===== config.mk =====
export PLATFORM = sky130hd
export DESIGN_NAME = conv_out_requant
export DESIGN_NICKNAME = d
export VERILOG_FILES = /design/src/rtl/conv_pkg.sv /design/src/rtl/conv_out_fifo.sv /design/src/rtl/conv_out_requant.sv
export SDC_FILE = /design/constraint.sdc
export NUM_CORES = 1
export LEC_CHECK = 0
export ABC_CLOCK_PERIOD_IN_PS = 4200
export CAP_MARGIN = 0
export CORE_MARGIN = 1
export CORE_UTILIZATION = 30
export DETAILED_ROUTE_END_ITERATION = 8
export PLACE_DENSITY_LB_ADDON = 0.1
export SKIP_CTS_REPAIR_TIMING = 1
export SLEW_MARGIN = 0
export SYNTH_ARGS = -nofsm -noshare
export SYNTH_HDL_FRONTEND = slang
export SYNTH_SLANG_ARGS = --single-unit

===== constraint.sdc =====
create_clock -name clk -period 4.2 [get_ports clk]
set_input_delay 0.63 -clock clk [delete_from_list [all_inputs] [get_ports clk]]
set_output_delay 0.63 -clock clk [all_outputs]
set_load 0.1 [all_outputs]

===== src/rtl/conv_pkg.sv =====
// rtl/conv_pkg.sv - shared widths, frame length and FIFO beat type for conv_out_requant
package conv_pkg;

  localparam int Y_W            = 21;
  localparam int Q_W            = 8;
  localparam int CONV_FRAME_LEN = 97;

  typedef struct packed {
    logic                  last;
    logic signed [Q_W-1:0] data;
  } q_beat_t;

endpackage


===== src/rtl/conv_out_fifo.sv =====
// rtl/conv_out_fifo.sv - small synchronous FIFO of q_beat_t entries with occupancy count
module conv_out_fifo
  import conv_pkg::*;
#(
  parameter int DEPTH = 4,
  parameter int W     = $bits(q_beat_t)
) (
  input  logic                   clk,
  input  logic                   reset_n,
  input  logic                   push_i,
  input  logic [W-1:0]           push_data_i,
  input  logic                   pop_i,
  output logic [W-1:0]           head_o,
  output logic                   full_o,
  output logic                   empty_o,
  output logic [$clog2(DEPTH):0] count_o
);

  localparam int AW = $clog2(DEPTH);

  logic [W-1:0]  mem_q [DEPTH];
  logic [AW-1:0] wr_ptr_q, wr_ptr_d;
  logic [AW-1:0] rd_ptr_q, rd_ptr_d;
  logic [AW:0]   count_q, count_d;
  logic          push_ok, pop_ok;

  assign full_o  = (count_q == (AW+1)'(DEPTH));
  assign empty_o = (count_q == '0);
  assign count_o = count_q;
  assign head_o  = mem_q[rd_ptr_q];

  // Guard the strobes so an overflowing push or an underflowing pop is ignored.
  assign push_ok = push_i && !full_o;
  assign pop_ok  = pop_i && !empty_o;

  // Next-state pointers and occupancy; pointers wrap naturally since DEPTH is a power of 2.
  always_comb begin
    wr_ptr_d = wr_ptr_q;
    rd_ptr_d = rd_ptr_q;
    count_d  = count_q;
    if (push_ok) wr_ptr_d = wr_ptr_q + AW'(1);
    if (pop_ok)  rd_ptr_d = rd_ptr_q + AW'(1);
    case ({push_ok, pop_ok})
      2'b10:   count_d = count_q + (AW+1)'(1);
      2'b01:   count_d = count_q - (AW+1)'(1);
      default: count_d = count_q;
    endcase
  end

  // Pointer and occupancy registers.
  always_ff @(posedge clk or negedge reset_n) begin
    if (!reset_n) begin
      wr_ptr_q <= '0;
      rd_ptr_q <= '0;
      count_q  <= '0;
    end else begin
      wr_ptr_q <= wr_ptr_d;
      rd_ptr_q <= rd_ptr_d;
      count_q  <= count_d;
    end
  end

  // Storage; cleared on reset so the head reads as zero after reset.
  always_ff @(posedge clk or negedge reset_n) begin
    if (!reset_n) begin
      for (int i = 0; i < DEPTH; i++) mem_q[i] <= '0;
    end else if (push_ok) begin
      mem_q[wr_ptr_q] <= push_data_i;
    end
  end

endmodule


===== src/rtl/conv_out_requant.sv =====
// rtl/conv_out_requant.sv - requantize y to 8-bit with round/saturate, buffer and frame-tag (option: CONV_RELU_EN)
module conv_out_requant
  import conv_pkg::*;
#(
  parameter int IN_W       = Y_W,
  parameter int OUT_W      = Q_W,
  parameter int SHIFT      = 8,
  parameter int FRAME_LEN  = CONV_FRAME_LEN,
  parameter int FIFO_DEPTH = 4
) (
  input  logic             clk,
  input  logic             reset_n,
  input  logic [IN_W-1:0]  s_data_in_y,
  input  logic             s_valid_y,
  output logic             s_ready_y,
  output logic [OUT_W-1:0] m_data_out_q,
  output logic             m_valid_q,
  input  logic             m_ready_q,
  output logic             m_last_q
);

  localparam int T_W   = IN_W + 1;
  localparam int CNT_W = $clog2(FRAME_LEN);
  localparam logic signed [T_W-1:0] ROUND = T_W'(2 ** (SHIFT - 1));
  localparam logic signed [T_W-1:0] Q_MAX = T_W'(2 ** (OUT_W - 1) - 1);
  localparam logic signed [T_W-1:0] Q_MIN = -T_W'(2 ** (OUT_W - 1));

  logic signed [T_W-1:0]  t_s, r_s;
  logic [OUT_W-1:0]       q_s;
  logic [CNT_W-1:0]       frame_cnt_q, frame_cnt_d;
  logic [OUT_W-1:0]       hold_q, hold_d;
  logic                   push, pop, frame_end;
  logic                   fifo_full, fifo_empty;
  logic [$clog2(FIFO_DEPTH):0] fifo_count;
  q_beat_t                in_beat, head_beat;

  // Ready depends only on stored occupancy, never on the downstream ready.
  assign s_ready_y = !fifo_full;
  assign m_valid_q = (fifo_count != '0);
  assign push      = s_valid_y && s_ready_y;
  assign pop       = m_valid_q && m_ready_q;
  assign frame_end = (frame_cnt_q == CNT_W'(FRAME_LEN - 1));

  // Round-half-up arithmetic shift, optional ReLU clamp, then signed saturation.
  always_comb begin
    t_s = $signed({s_data_in_y[IN_W-1], s_data_in_y}) + ROUND;
    r_s = t_s >>> SHIFT;
`ifdef CONV_RELU_EN
    if (r_s[T_W-1]) r_s = '0;
`endif
    if (r_s > Q_MAX)      q_s = Q_MAX[OUT_W-1:0];
    else if (r_s < Q_MIN) q_s = Q_MIN[OUT_W-1:0];
    else                  q_s = r_s[OUT_W-1:0];
  end

  assign in_beat = '{last: frame_end, data: q_s};

  conv_out_fifo #(
    .DEPTH(FIFO_DEPTH)
  ) u_fifo (
    .clk        (clk),
    .reset_n    (reset_n),
    .push_i     (push),
    .push_data_i(in_beat),
    .pop_i      (pop),
    .head_o     (head_beat),
    .full_o     (fifo_full),
    .empty_o    (fifo_empty),
    .count_o    (fifo_count)
  );

  // While empty the data port repeats the most recently popped value.
  assign m_data_out_q = fifo_empty ? hold_q : head_beat.data;
  assign m_last_q     = !fifo_empty && head_beat.last;

  // Frame position advances per accepted beat; the popped value is remembered for the empty case.
  always_comb begin
    frame_cnt_d = frame_cnt_q;
    hold_d      = hold_q;
    if (push) frame_cnt_d = frame_end ? '0 : frame_cnt_q + CNT_W'(1);
    if (pop)  hold_d = head_beat.data;
  end

  // Frame counter and held-output registers.
  always_ff @(posedge clk or negedge reset_n) begin
    if (!reset_n) begin
      frame_cnt_q <= '0;
      hold_q      <= '0;
    end else begin
      frame_cnt_q <= frame_cnt_d;
      hold_q      <= hold_d;
    end
  end

endmodule


==> flow_summary.ini <==
[global_route]
grt_max_degree = 41
antenna_found_initial = 0
grt_pass1_wl_um = 13300
grt_pass1_vias = 2504
gr-total-overflow = 0
grt_use_total = 0.156

[cells_and_area]
finalInstanceArea_um2 = 3880
seqCellArea_um2 = 1450
area_growth_pct = 18.7
multi_input_area_um2 = 1710
layout-drive-gt1-share = 0.182
final_nets = 370
diodes = 0
n_fill_cell = 1081

[logic_synthesis]
synth_cells = 305
synth_ff_type = dfrtp_1
ys_async_sr_fraction = 1.00
ys_warn_count = 0
syn_nets = 339
synth_area_per_cell_um2 = 10.7
synth_edf_count = 0
synth_cell_types = 42
yosysSeqAreaShare = 0.444
synth_area_um2 = 3270
synth_seq_cells = 58

[placement]
dpl_cell_area_um2 = 3680
port_buffers = 28
pre_cts_ws_ps = 821
place_congestion = 0.872
hpwl_um = 5550

[detailed_routing]
top_layer = met4
wl_met2_um = 3520
drt_wl_total_um = 8030
drt-pass1-iter-count = 4
met3_length_um = 329
dr_total_vias = 2491
drc_errors = 0
wirelength_met1_um = 4080
drt_iter0_markers = 155
via_per_inst = 5.22
route.detailed.wl_per_inst_um = 16.8
final_antenna_net_count = 0

[critical_path]
rr_startpoint = u_fifo.count_o[0]
worstPathCellList = buf_4 -> mux4_2 -> and2_1 -> clkdlybuf4s50_1
setup.worst_path.start_class = flop
end_kind = output port
crit_type = flop to output port
crit_fanout = 8
critPathMaxStageDelay_ps = 950
crit_end = m_last_q
r2r-end = u_fifo.count_o[2]
cp.arrival_ps = 2860
cpMaxStageDelayCell = clkdlybuf4s50_1
worstSetupStartpoint = u_fifo.rd_ptr_q[0]
reg2reg_slack_ps = 1590
r2r_cells = 8
required_ps = 3570

[power]
p_int_mw = 1.78
seqPwrFrac = 0.297
pwr-share-comb = 0.549
cellPowerDensity_nw_per_um2 = 888
power.leakage_nw = 1.62
clkPwrFrac = 0.154
switching_power_mw = 1.67
max-vdd-ir-drop_uv = 755
p_sw_frac = 0.485

[clock_network]
cts_sinks = 58
clock-root-buffer = clkbuf_8
h-tree-depth = 3
clk_latency_ps = 340
clk_pin_slew_ps = 80
cts_max_path_buffers = 2
cts_buffers = 9
cts_tree = yes

[floorplanning]
die_h_um = 106
core_region_area_um2 = 10500
io_pins = 36
row_count = 37
initial_core_util = 0.313
dieArea_um2 = 11300
die_x_um = 106

[timing]
finalSetupViolCount = 0
setup_ws_ps = 706
rsz0062_at_grt = false
fmax_mhz = 286
maxSlewViolCount = 0
relSlewSlack = 0.359
fin_crit_sh = 0.832
finalHoldViolCount = 0
setup-tns-final_ps = 0
final.setup_skew_ps = 12.5
worstMarginPinSlew_ps = 958
holdWs_ps = 416
fin_crit_ps = 3490

[flow_run]
maxCapViolCount = 0

[hold_path]
worst_hold_path_type = primary input to asynchronous set/reset pin

[outcome]
outcome = finished clean
[area by class of cell]
type                       count  area share
clock inverter                 6      0.0171
sequential                    58       0.374
clock buffer                  10      0.0354
inverter                       9     0.00870
tap                          136      0.0438
multi-input combinational    223       0.440
timing repair buffer          35      0.0812
[kinds of logic (layout without fill, tap and decap cells)]
| logic type | count (synthesis) | count (layout) | synth area share |
|---|---|---|---|
| AND/OR/NAND/NOR | 84 | 84 | 0.130 |
| AO/OA/AOI/OAI | 75 | 75 | 0.151 |
| flip-flops | 58 | 58 | 0.444 |
| multiplexers | 42 | 42 | 0.169 |
| buffers and inverters | 24 | 60 | 0.0340 |
| XOR/XNOR | 13 | 13 | 0.0348 |
| adder cells (fa/ha/maj) | 9 | 9 | 0.0367 |
[synthesized netlist by cell type, drive strengths merged (7+ instances only)]
cell,instances,share of area
xor2,7,0.019
o22ai,28,0.054
clkbuf,8,0.0092
nand2,21,0.024
inv,9,0.010
mux2,16,0.055
a21oi,14,0.021
ha,8,0.031
mux4,9,0.062
nand3,21,0.034
nor2,17,0.020
o21ai,19,0.029
dfrtp,58,0.44
buf,7,0.015
mux2i,17,0.052
[placed cells by master, fill, tap and decap left out, types with 6 or more instances in the layout]
cell and count:
xnor2_1 6, buf_4 12, o22ai_1 28, dfrtp_1 58, nor2_1 17, nand2_1 21, nand3_1 20, mux4_2 9
mux2_2 16, xor2_1 7, inv_1 9, mux2i_1 17, o21ai_0 18, clkbuf_8 10, clkdlybuf4s50_1 22, ha_1 8
a21oi_1 14
[power by group through the flow]
stage | sequential [mW] | combinational [mW] | clock (mW)
after floorplan | 0.938 | 1.57 | 0
after global placement | 1.03 | 1.88 | 0
after detailed placement | 1.03 | 1.90 | 0
after CTS | 1.02 | 1.91 | 0.548
after global routing | 1.06 | 2.03 | 0.574
final | 1.02 | 1.89 | 0.533
[critical path: cells and delay by family (launching register included)]
family	cells	cell delay, ps
flops	1	640
simple gates	1	170
buf+inv	2	1200
mux	1	520
[stage by stage]
stage | utilization | total power [mW] | std cells
5_1_grt | 0.371 | 3.66 | 477
3_3_place_gp | 0.352 | 2.91 | 461
3_5_place_dp | 0.352 | 2.93 | 461
2_1_floorplan | - | 2.51 | 305
6_report | 0.371 | 3.45 | 477
4_1_cts | 0.371 | 3.48 | 477
[worst min-delay path by stage]
| stage | startpoint | endpoint | slack (ps) | depth (start not counted) |
|---|---|---|---|---|
| finish | reset_n | u_fifo.mem_q[27] | 420 | 1 |
| global route | reset_n | u_fifo.mem_q[27] | 480 | 1 |
| CTS | reset_n | u_fifo.mem_q[32] | 440 | 1 |
| detailed placement | u_fifo.mem_q[35] | u_fifo.mem_q[35] | 470 | 2 |
| global placement | u_fifo.mem_q[35] | u_fifo.mem_q[35] | 460 | 2 |
| floorplan | reset_n | frame_cnt_q[0] | 330 | 0 |
[sequential cells by signal, indices dropped and copies added, names as in the netlist]
signal and cells:
frame_cnt_q 7, hold_q 8, u_fifo.count_o 3, u_fifo.mem_q 36, u_fifo.rd_ptr_q 2, u_fifo.wr_ptr_q 2
[per-layer routing]
| metal | track usage | vias up |
|---|---|---|
| met3 | 0.0356 | 7 |
| li1 | - | 1202 |
| met5 | 0 | - |
| met4 | 0.0577 | 0 |
| met1 | 0.218 | 1220 |
| met2 | 0.232 | 62 |
No activity file was read; power rests on OpenSTA's default activity.
